==> config.mk <==
export PLATFORM = sky130hd
export DESIGN_NAME = csp_channel
export DESIGN_NICKNAME = d
export VERILOG_FILES = /design/src/rtl/csp_channel.sv
export SDC_FILE = /design/constraint.sdc
export NUM_CORES = 1
export LEC_CHECK = 0
export CORE_ASPECT_RATIO = 0.8
export CORE_MARGIN = 3
export CORE_UTILIZATION = 39
export CTS_CLUSTER_DIAMETER = 200
export DETAILED_ROUTE_END_ITERATION = 6
export GPL_ROUTABILITY_DRIVEN = 0
export PLACE_DENSITY_LB_ADDON = 0.15
export SYNTH_ARGS = -nofsm -noshare
export SYNTH_HDL_FRONTEND = slang
export SYNTH_SLANG_ARGS = --single-unit
==> constraint.sdc <==
create_clock -name clk -period 1.9 [get_ports clk]
set_input_delay 0.38 -clock clk [delete_from_list [all_inputs] [get_ports clk]]
set_output_delay 0.38 -clock clk [all_outputs]
set_load 0.02 [all_outputs]
==> src/rtl/csp_channel.sv <==
// -----------------------------------------------------------------------------
// csp_channel
//
// One-place clocked channel for 4-phase bundled-data links between CSP-style
// blocks. A sender pushes a WIDTH-bit token through the left handshake
// (l_req/l_ack). The token is held in a single register. It is offered to the
// receiver on the right handshake (r_req/r_ack) until the receiver completes
// its full 4-phase cycle.
//
// Optional feature macro: CHANNEL_STATS_EN
//   When defined, the channel adds the xfer_count port. This is a free-running
//   32-bit count of completed transfers. When undefined, the port and the
//   counter are absent, and all other behaviour is identical.
//
// Parameters
//   WIDTH       token width in bits (default 33, the PE packet width)
//
// Ports
//   clk         single clock, all state changes on the rising edge
//   rst         asynchronous, active-high reset
//   l_req       sender request; l_data is valid while high
//   l_data      sender data, bundled with l_req
//   l_ack       sender acknowledge (registered)
//   r_req       receiver request; r_data is valid while high (registered)
//   r_data      stored token (registered)
//   r_ack       receiver acknowledge
//   proto_err   sticky flag: receiver acknowledged with nothing offered
//   xfer_count  completed transfers (CHANNEL_STATS_EN only)
// -----------------------------------------------------------------------------
module csp_channel #(
  parameter int WIDTH = 33
) (
  input  logic             clk,
  input  logic             rst,
  input  logic             l_req,
  input  logic [WIDTH-1:0] l_data,
  output logic             l_ack,
  output logic             r_req,
  output logic [WIDTH-1:0] r_data,
  input  logic             r_ack,
  output logic             proto_err
`ifdef CHANNEL_STATS_EN
  ,
  output logic [31:0]      xfer_count
`endif
);

  // Sender-side handshake states.
  typedef enum logic {
    S_IDLE = 1'b0,
    S_ACK  = 1'b1
  } snd_state_t;

  // Receiver-side handshake states.
  typedef enum logic [1:0] {
    R_IDLE = 2'd0,
    R_REQ  = 2'd1,
    R_WAIT = 2'd2
  } rcv_state_t;

  snd_state_t       snd_state;
  snd_state_t       snd_next;
  rcv_state_t       rcv_state;
  rcv_state_t       rcv_next;

  logic             full;
  logic             full_next;
  logic [WIDTH-1:0] data_reg;
  logic [WIDTH-1:0] data_next;

  logic             l_ack_next;
  logic             r_req_next;
  logic             proto_err_next;

  // Single-cycle strobes: token written into / released from the register.
  logic             capture;
  logic             release_tok;

  // The stored token drives the receiver directly.
  // It changes only on capture, and capture requires the register to be
  // empty. So r_data cannot move while the receiver may be looking at it.
  assign r_data = data_reg;

  // Sender FSM: accept a token only into an empty register, then hold l_ack
  // until the sender returns l_req to zero.
  always_comb begin
    snd_next   = snd_state;
    l_ack_next = l_ack;
    capture    = 1'b0;
    case (snd_state)
      S_IDLE: begin
        if (l_req && !full) begin
          capture    = 1'b1;
          l_ack_next = 1'b1;
          snd_next   = S_ACK;
        end else begin
          // Covers back-pressure: request pending but register still occupied.
          l_ack_next = 1'b0;
          snd_next   = S_IDLE;
        end
      end
      S_ACK: begin
        if (!l_req) begin
          l_ack_next = 1'b0;
          snd_next   = S_IDLE;
        end else begin
          l_ack_next = 1'b1;
          snd_next   = S_ACK;
        end
      end
      default: begin
        l_ack_next = 1'b0;
        snd_next   = S_IDLE;
      end
    endcase
  end

  // Receiver FSM: offer the token, wait for r_ack high, then wait for r_ack low
  // before freeing the register.
  always_comb begin
    rcv_next       = rcv_state;
    r_req_next     = r_req;
    proto_err_next = proto_err;
    release_tok    = 1'b0;
    case (rcv_state)
      R_IDLE: begin
        // An acknowledge with no request outstanding is a receiver bug.
        if (r_ack) begin
          proto_err_next = 1'b1;
        end else begin
          proto_err_next = proto_err;
        end
        if (full) begin
          r_req_next = 1'b1;
          rcv_next   = R_REQ;
        end else begin
          r_req_next = 1'b0;
          rcv_next   = R_IDLE;
        end
      end
      R_REQ: begin
        if (r_ack) begin
          r_req_next = 1'b0;
          rcv_next   = R_WAIT;
        end else begin
          r_req_next = 1'b1;
          rcv_next   = R_REQ;
        end
      end
      R_WAIT: begin
        r_req_next = 1'b0;
        if (!r_ack) begin
          release_tok = 1'b1;
          rcv_next    = R_IDLE;
        end else begin
          rcv_next    = R_WAIT;
        end
      end
      default: begin
        r_req_next = 1'b0;
        rcv_next   = R_IDLE;
      end
    endcase
  end

  // Token register and occupancy.
  // Capture needs full=0 and release happens only while full=1, so the two
  // strobes are mutually exclusive within a cycle.
  always_comb begin
    full_next = full;
    data_next = data_reg;
    if (capture) begin
      full_next = 1'b1;
      data_next = l_data;
    end else if (release_tok) begin
      full_next = 1'b0;
      data_next = data_reg;
    end else begin
      full_next = full;
      data_next = data_reg;
    end
  end

  // State, handshake outputs and token storage.
  // Reset clears everything, discarding any in-flight token.
  always_ff @(posedge clk or posedge rst) begin
    if (rst) begin
      snd_state <= S_IDLE;
      rcv_state <= R_IDLE;
      l_ack     <= 1'b0;
      r_req     <= 1'b0;
      proto_err <= 1'b0;
      full      <= 1'b0;
      data_reg  <= '0;
    end else begin
      snd_state <= snd_next;
      rcv_state <= rcv_next;
      l_ack     <= l_ack_next;
      r_req     <= r_req_next;
      proto_err <= proto_err_next;
      full      <= full_next;
      data_reg  <= data_next;
    end
  end

`ifdef CHANNEL_STATS_EN
  logic [31:0] xfer_next;

  // Count one transfer per token release; wraps naturally at 2^32.
  always_comb begin
    if (release_tok) begin
      xfer_next = xfer_count + 32'd1;
    end else begin
      xfer_next = xfer_count;
    end
  end

  // Transfer counter register.
  always_ff @(posedge clk or posedge rst) begin
    if (rst) begin
      xfer_count <= 32'd0;
    end else begin
      xfer_count <= xfer_next;
    end
  end
`endif

endmodule

== After elaboration in Yosys (flattened, before gate mapping) ==
Index checks and enable logic that the tools add are counted.

* Eq/ne operators: 2
* Multiplexer cells: 14
* Bitwise operators: 1
* Reduce and logical (&&, ||, !) cells: 5

{| class="wikitable"
|+ Operators by type and width
! operator !! number
|-
| 1-bit 2-to-1 mux || 9
|-
| 2-bit one-hot mux with 3 select lines || 1
|-
| 2-bit 2-to-1 mux || 2
|-
| 1-bit one-hot mux with 2 select lines || 2
|-
| 2-bit by 1-bit == test with 1-bit output, second input constant || 1
|-
| 2-bit == test, second input constant || 1
|-
| 2-bit zero test || 1
|-
| 2-bit AND reduction || 1
|-
| 2-bit nonzero test || 1
|-
| 1-bit logical AND || 1
|-
| 1-bit zero test || 1
|-
| 1-bit NOT || 1
|}

* Register bits: 39
* Bits of input ports: 37
* Output and inout bits: 36
* Word-level logic and storage cells: 28

== Depth between registers and ports, before layout ==
Gate-level depths: netlist of run 1.

* Depth in word-level cells: 5
* Gate-level depth with buffers: 3
* Gate-level depth less buffers: 2

== Worst setup path after synthesis of run 1 ==
Ideal clock, no wire load.

* Kind: register to register
* From: reg snd_state
* To: reg data_reg[10] (netlist: r_data[10])
* Setup time: 0.125 ns
* Arrival time: 1.342 ns
* Setup slack: 0.433 ns
* Cell stages (with the launch flop): 4
* Path buffers: 1
* Clock period less this slack: 1.467 ns
* Cell sequence: dfrtp_1 -> nor3b_4 -> buf_6 -> mux2_2

* Longest elaborated chain between the ends: 1

{| class="wikitable"
|+ Ends and longest elaborated chain
! what !! RTL line !! text
|-
| start: declaration || 61 || <nowiki>snd_state_t snd_state;</nowiki>
|-
| start signal: assignment || 196 || <nowiki>snd_state <= snd_next;</nowiki>
|-
| 1-bit 2-to-1 mux || 90 || <nowiki>case (snd_state)</nowiki>
|-
| end signal: assignment || 202 || <nowiki>data_reg <= data_next;</nowiki>
|-
| end: declaration || 68 || <nowiki>logic [WIDTH-1:0] data_reg;</nowiki>
|}

No other way between the ends.
A chain may end at the register's enable or synchronous reset.

==> impl_metrics.py, run 1 <==
metrics = {
    "setup_path": {
        "path_buf_inv": 1,
        "crit_slowest_cell": "clkdlybuf4s50_1",
        "crit_path_max_fanout": 3,
        "cp-end-kind": "primary output",
        "startpoint_type": "register",
        "crit_family": "buffers and inverters",
        "crit_type": "register to primary output",
        "worstPathRequired_ns": 1.52,
        "cpPeakStageDelay_ns": 0.63,
        "worstPathArrival_ns": 1.34,
        "path_cells": "clkdlybuf4s50_1",
    },
    "grt": {
        "grt_max_degree": 40,
        "grt_pass1_vias": 1047,
        "grt_pass1_wl_um": 4690,
        "track_usage_pct": 13.9,
        "antenna_found_initial": 0,
        "grt_overflow": 0,
    },
    "cells_and_area": {
        "fin_area_um2": 2360,
        "area_growth_pct": 59.0,
        "diodes": 0,
        "drive_above_1_share_pct": 25.4,
        "layout.nets": 205,
    },
    "timing": {
        "setup_tns_ns": 0,
        "rsz0062_at_grt": "false",
        "fmax_mhz": 583,
        "max_slew_margin_pct": 68.2,
        "slew_violations": 0,
        "worst_pin_slew_ns": 0.478,
        "hold_viol_final": 0,
        "fin_crit_sh_pct": 90.3,
        "finClkSkew_ns": 0.00451,
        "holdWs_ns": 0.462,
        "period_minus_slack_ns": 1.72,
        "setup_viol": 0,
    },
    "detailed_routing": {
        "routed_wl_um": 2950,
        "routedWlPerCell_um": 14.0,
        "first_iter_violations": 28,
        "num_vias": 999,
        "drt-pass1-iter-count": 2,
        "via_per_inst": 4.73,
        "drc": 0,
        "ant_nets": 0,
    },
    "place": {
        "post_dp_cell_area_um2": 2260,
        "portBuffers": 72,
        "dpl.hpwl_um": 2180,
    },
    "clocking": {
        "cts_hold_buf": 0,
        "cts_tree": "done",
        "cts_setup_buffers": 0,
        "cts_max_level": 2,
        "cts_num_sinks": 39,
        "clk_pin_slew_ns": 0.07,
        "post_cts_resized": 0,
        "root_buffer": "clkbuf_8",
        "numCtsBuffers": 5,
        "cts_buffer_depth": 2,
        "clock_latency_ns": 0.28,
    },
    "floorplanning": {
        "core_um2": 3540,
        "start_util_pct": 41.8,
        "die_h_um": 61.1,
        "die_width_um": 74.9,
        "dieArea_um2": 4580,
        "io_pins": 73,
        "num_rows": 19,
    },
    "synthesis": {
        "synth_ff_type": "dfrtp_1",
        "syn_area_per_cell_um2": 16.6,
        "syn-cell-area_um2": 1480,
        "syn_inst": 89,
        "yosysSeqAreaShare_pct": 65.9,
        "synth_common_cells": "dfrtp_1, mux2_2, buf_6",
        "synth.distinct_cells": 15,
        "yosysWarnings": 0,
        "netlist_top_cells_area": "dfrtp_1, mux2_2, buf_6",
        "synth_top_area_cell": "dfrtp_1",
        "synth_edf_count": 0,
        "synth.most_common_cell": "dfrtp_1",
        "yosysTopAreaCellShare_pct": 65.9,
        "ys_ff_latch": 39,
        "synth_fp_nets": 126,
        "synth-async-reset-ratio_pct": 100,
    },
    "power_and_ir_drop": {
        "vdd_drop_max_mv": 0.800,
        "power_mw": 3.99,
        "power_density_nw_per_um2": 1690,
        "p_leak_nw": 0.981,
    },
    "min_path": {
        "hp-class": "register to register",
    },
    "outcome": {
        "status": "completed",
    },
    "run": {
        "max-cap-violations": 0,
    },
}
-- cell usage in the layout, fill, tap and decap left out --
cell	netlist	routed
and2_1	1	1
a21boi_0	1	1
mux2_2	31	31
nand2b_1	1	1
xor2_1	1	1
clkbuf_1	0	1
dfrtp_1	39	39
clkdlybuf4s50_1	0	72
nor2_1	1	1
or3b_2	1	1
a21oi_1	2	2
mux2_1	2	2
buf_4	0	2
nor3b_4	1	1
buf_12	0	1
inv_1	2	2
clkbuf_8	0	7
a21o_1	2	2
or2b_1	1	1
-- logic make-up (layout without fill, tap and decap cells) --
logic type	Yosys count	after routing	synth area share (%)
flip-flops	39	39	65.9
multiplexers	33	33	25.1
AND/OR/NAND/NOR	6	6	3.46
AO/OA/AOI/OAI	5	5	2.20
buffers and inverters	5	85	2.79
XOR/XNOR	1	1	0.591
-- final timing paths --
check / from / end / slack (ns) / depth (start not counted)
hold / removal: proto_err / proto_err / 0.46 / 1
hold reg to reg: proto_err / proto_err / 0.46 / 1
min in group asynchronous: rst / r_data[20] / 0.51 / 3
max in group asynchronous: rst / r_data[25] / 1.06 / 3
setup reg to reg: full / r_data[25] / 0.51 / 3
setup / recovery: snd_state / l_ack / 0.18 / 1
-- through the flow --
stage | instances | utilization [%] | setup slack [ns]
after detailed placement | 203 | 63.7 | 0.0854
after CTS | 211 | 66.5 | 0.157
after global routing | 211 | 66.5 | 0.135
after floorplan | 89 | - | 0.433
final | 211 | 66.5 | 0.184
after global placement | 203 | 63.7 | 0.122
-- state kept, by name (all words and copies together) (netlist names) --
register	count
r_req	1
rcv_state	2
full	1
r_data	33
proto_err	1
snd_state	1
-- per-layer routing --
layer / global-route usage (%) / vias to the layer above / share of wire (%)
met2: 22.1 / 40 / 48
met3: 5.71 / 5 / 9.2
li1: - / 464 / -
met1: 17.1 / 490 / 41
met5: 0 / - / 0
met4: 5.33 / 0 / 1.2
-- layout make-up --
| class | instances | area (um2) |
|---|---|---|
| Fill cell | 252 | 1190 |
| Sequential cell | 39 | 976 |
| Timing Repair Buffer | 75 | 756 |
| Multi-Input combinational cell | 45 | 464 |
| Clock buffer | 8 | 100 |
| Tap cell | 42 | 52.6 |
| Inverter | 2 | 7.51 |
-- power breakdown --
group / internal, mW / switching [mW] / leakage (nW)
sequential: 1.24 / 0.224 / 0.460
clock: 0.331 / 0.260 / 0.0515
combinational: 1.09 / 0.845 / 0.470
total: 2.66 / 1.33 / 0.981
Power figures use the tool's default switching activity.
==> run 2: changes to the inputs <==
--- a/config.mk
+++ b/config.mk
@@ -5,6 +5,7 @@
 export SDC_FILE = /design/constraint.sdc
 export NUM_CORES = 1
 export LEC_CHECK = 0
+export ABC_CLOCK_PERIOD_IN_PS = 1900
 export CORE_ASPECT_RATIO = 0.8
 export CORE_MARGIN = 3
 export CORE_UTILIZATION = 39
==> results of run 2 <==
Final layout, timing and power as in run 1 (identical DEF).
==> run 3: changes to the inputs <==
--- a/config.mk
+++ b/config.mk
@@ -12,6 +12,8 @@
 export CTS_CLUSTER_DIAMETER = 200
 export DETAILED_ROUTE_END_ITERATION = 6
 export GPL_ROUTABILITY_DRIVEN = 0
+export GPL_TIMING_DRIVEN = 0
+export MAX_ROUTING_LAYER = met4
 export PLACE_DENSITY_LB_ADDON = 0.15
 export SYNTH_ARGS = -nofsm -noshare
 export SYNTH_HDL_FRONTEND = slang
==> impl_metrics.py, run 3 (synthesis results as in run 1) <==
metrics = {
    "setup_path": {
        "timing.rr.end": "r_data[28]",
        "path_cells": "clkdlybuf4s50_1",
        "critPathLaunch": "snd_state",
        "worstPathArrival_ns": 1.33,
        "cpPeakStageDelay_ns": 0.64,
        "crit_slowest_cell": "clkdlybuf4s50_1",
        "worstRegToRegCells": 3,
        "cp.depth": 1,
        "crit_family": "buffers and inverters",
        "r2r_start": "full",
        "cp-end-kind": "primary output",
        "crit_type": "register to primary output",
        "crit_path_max_fanout": 3,
        "worstPathRequired_ns": 1.52,
        "path_buf_inv": 1,
        "rrSetupSlack_ns": 0.36,
        "crit_path_end": "l_ack",
        "startpoint_type": "register",
    },
    "clocking": {
        "cts_max_level": 2,
        "clock_latency_ns": 0.28,
        "numCtsBuffers": 5,
        "cts_num_sinks": 39,
        "post_cts_resized": 0,
        "cts_setup_buffers": 0,
        "clk_pin_slew_ns": 0.07,
        "cts_hold_buf": 0,
        "cts_buffer_depth": 2,
        "cts_tree": "done",
        "root_buffer": "clkbuf_8",
    },
    "floorplanning": {
        "core_um2": 3540,
        "die_width_um": 74.9,
        "dieArea_um2": 4580,
        "num_rows": 19,
        "start_util_pct": 41.8,
        "io_pins": 73,
        "die_h_um": 61.1,
    },
    "detailed_routing": {
        "drt-met1-wl_um": 1310,
        "met2_wirelength_um": 1630,
        "routed.top_layer": "met4",
        "drt-pass1-iter-count": 4,
        "first_iter_violations": 12,
        "num_vias": 1023,
        "via_per_inst": 4.85,
        "drc": 0,
        "routed_wl_um": 3200,
        "ant_nets": 0,
        "routedWlPerCell_um": 15.2,
        "wl_met3_um": 217,
    },
    "timing": {
        "fmax_mhz": 586,
        "hold_viol_final": 0,
        "period_minus_slack_ns": 1.71,
        "slew_violations": 0,
        "setup_viol": 0,
        "fin_crit_sh_pct": 89.9,
        "holdWs_ns": 0.485,
        "max_slew_margin_pct": 47.3,
        "finClkSkew_ns": 0.00263,
        "worst_slack_ns": 0.193,
        "worst_pin_slew_ns": 0.789,
        "rsz0062_at_grt": "false",
    },
    "cells_and_area": {
        "layout_commonest_cell": "clkdlybuf4s50_1",
        "final_cell_mix": "clkdlybuf4s50_1, dfrtp_1, mux2_2, clkbuf_8, buf_6",
        "diodes": 0,
        "fin_util_pct": 65.9,
        "area_growth_pct": 57.7,
        "layout.nets": 205,
        "fin_area_um2": 2340,
        "drive_above_1_share_pct": 25.4,
        "largest_reg_flops": 33,
        "fin_cells": 211,
    },
    "place": {
        "place_ws_ns": -0.0960,
        "place_inst": 203,
        "portBuffers": 72,
        "post_dp_cell_area_um2": 2250,
        "dpl.hpwl_um": 2410,
    },
    "power_and_ir_drop": {
        "power_density_nw_per_um2": 1690,
        "vdd_drop_max_mv": 0.755,
        "p_leak_nw": 0.971,
    },
    "min_path": {
        "hold_depth": 1,
        "hp-class": "register to register",
    },
    "grt": {
        "grt_overflow": 0,
        "grt_pass1_vias": 1071,
        "grt_max_degree": 40,
        "grt_pass1_wl_um": 4980,
        "antenna_found_initial": 0,
        "track_usage_pct": 15.5,
    },
    "outcome": {
        "status": "completed",
    },
    "run": {
        "max-cap-violations": 0,
    },
}
[run 3: cell types whose count changed in the layout (fill, tap and decap cells not counted)]
cell and change:
clkbuf_1 +1, buf_6 +3, inv_1 -1, clkbuf_8 -2, inv_2 +1, buf_4 -2
clkinv_2 +1, buf_12 -1
[run 3: per-layer routing]
layer,vias up,global-route usage (%)
met5,-,-
met4,0,6.85
met3,4,4.57
met2,43,26.7
met1,514,16.7
li1,462,-
[run 3: how the worst min path moves through the flow]
stage / startpoint / to
finish: r_data[2] / r_data[2]
global route: proto_err / proto_err
CTS: r_data[2] / r_data[2]
detailed placement: r_data[2] / r_data[2]
global placement: proto_err / proto_err
floorplan: rcv_state[1] / r_req
[run 3: power breakdown]
group | switching (mW) | leakage, nW | internal (mW)
logic | 0.855 | 0.468 | 1.09
clock network | 0.270 | 0.0422 | 0.257
registers | 0.229 | 0.460 | 1.24
total | 1.35 | 0.971 | 2.59
[run 3: cell type report]
| cell class | instances | area [um2] |
|---|---|---|
| plain buffers | 3 | 33.8 |
| flip-flops and latches | 39 | 976 |
| repair buffers | 72 | 721 |
| fillers | 249 | 1210 |
| well taps | 42 | 52.6 |
| inverters | 2 | 7.51 |
| clock inverters | 1 | 5.00 |
| clock buffers | 7 | 76.3 |
| multi-input cells | 45 | 464 |
[run 3: per-stage QoR]
stage          total power, mW  setup TNS, ns
2_1_floorplan             2.49              0
3_3_place_gp              3.39          -7.60
3_5_place_dp              3.46          -2.29
4_1_cts                   3.99              0
5_1_grt                   4.17              0
6_report                  3.94              0
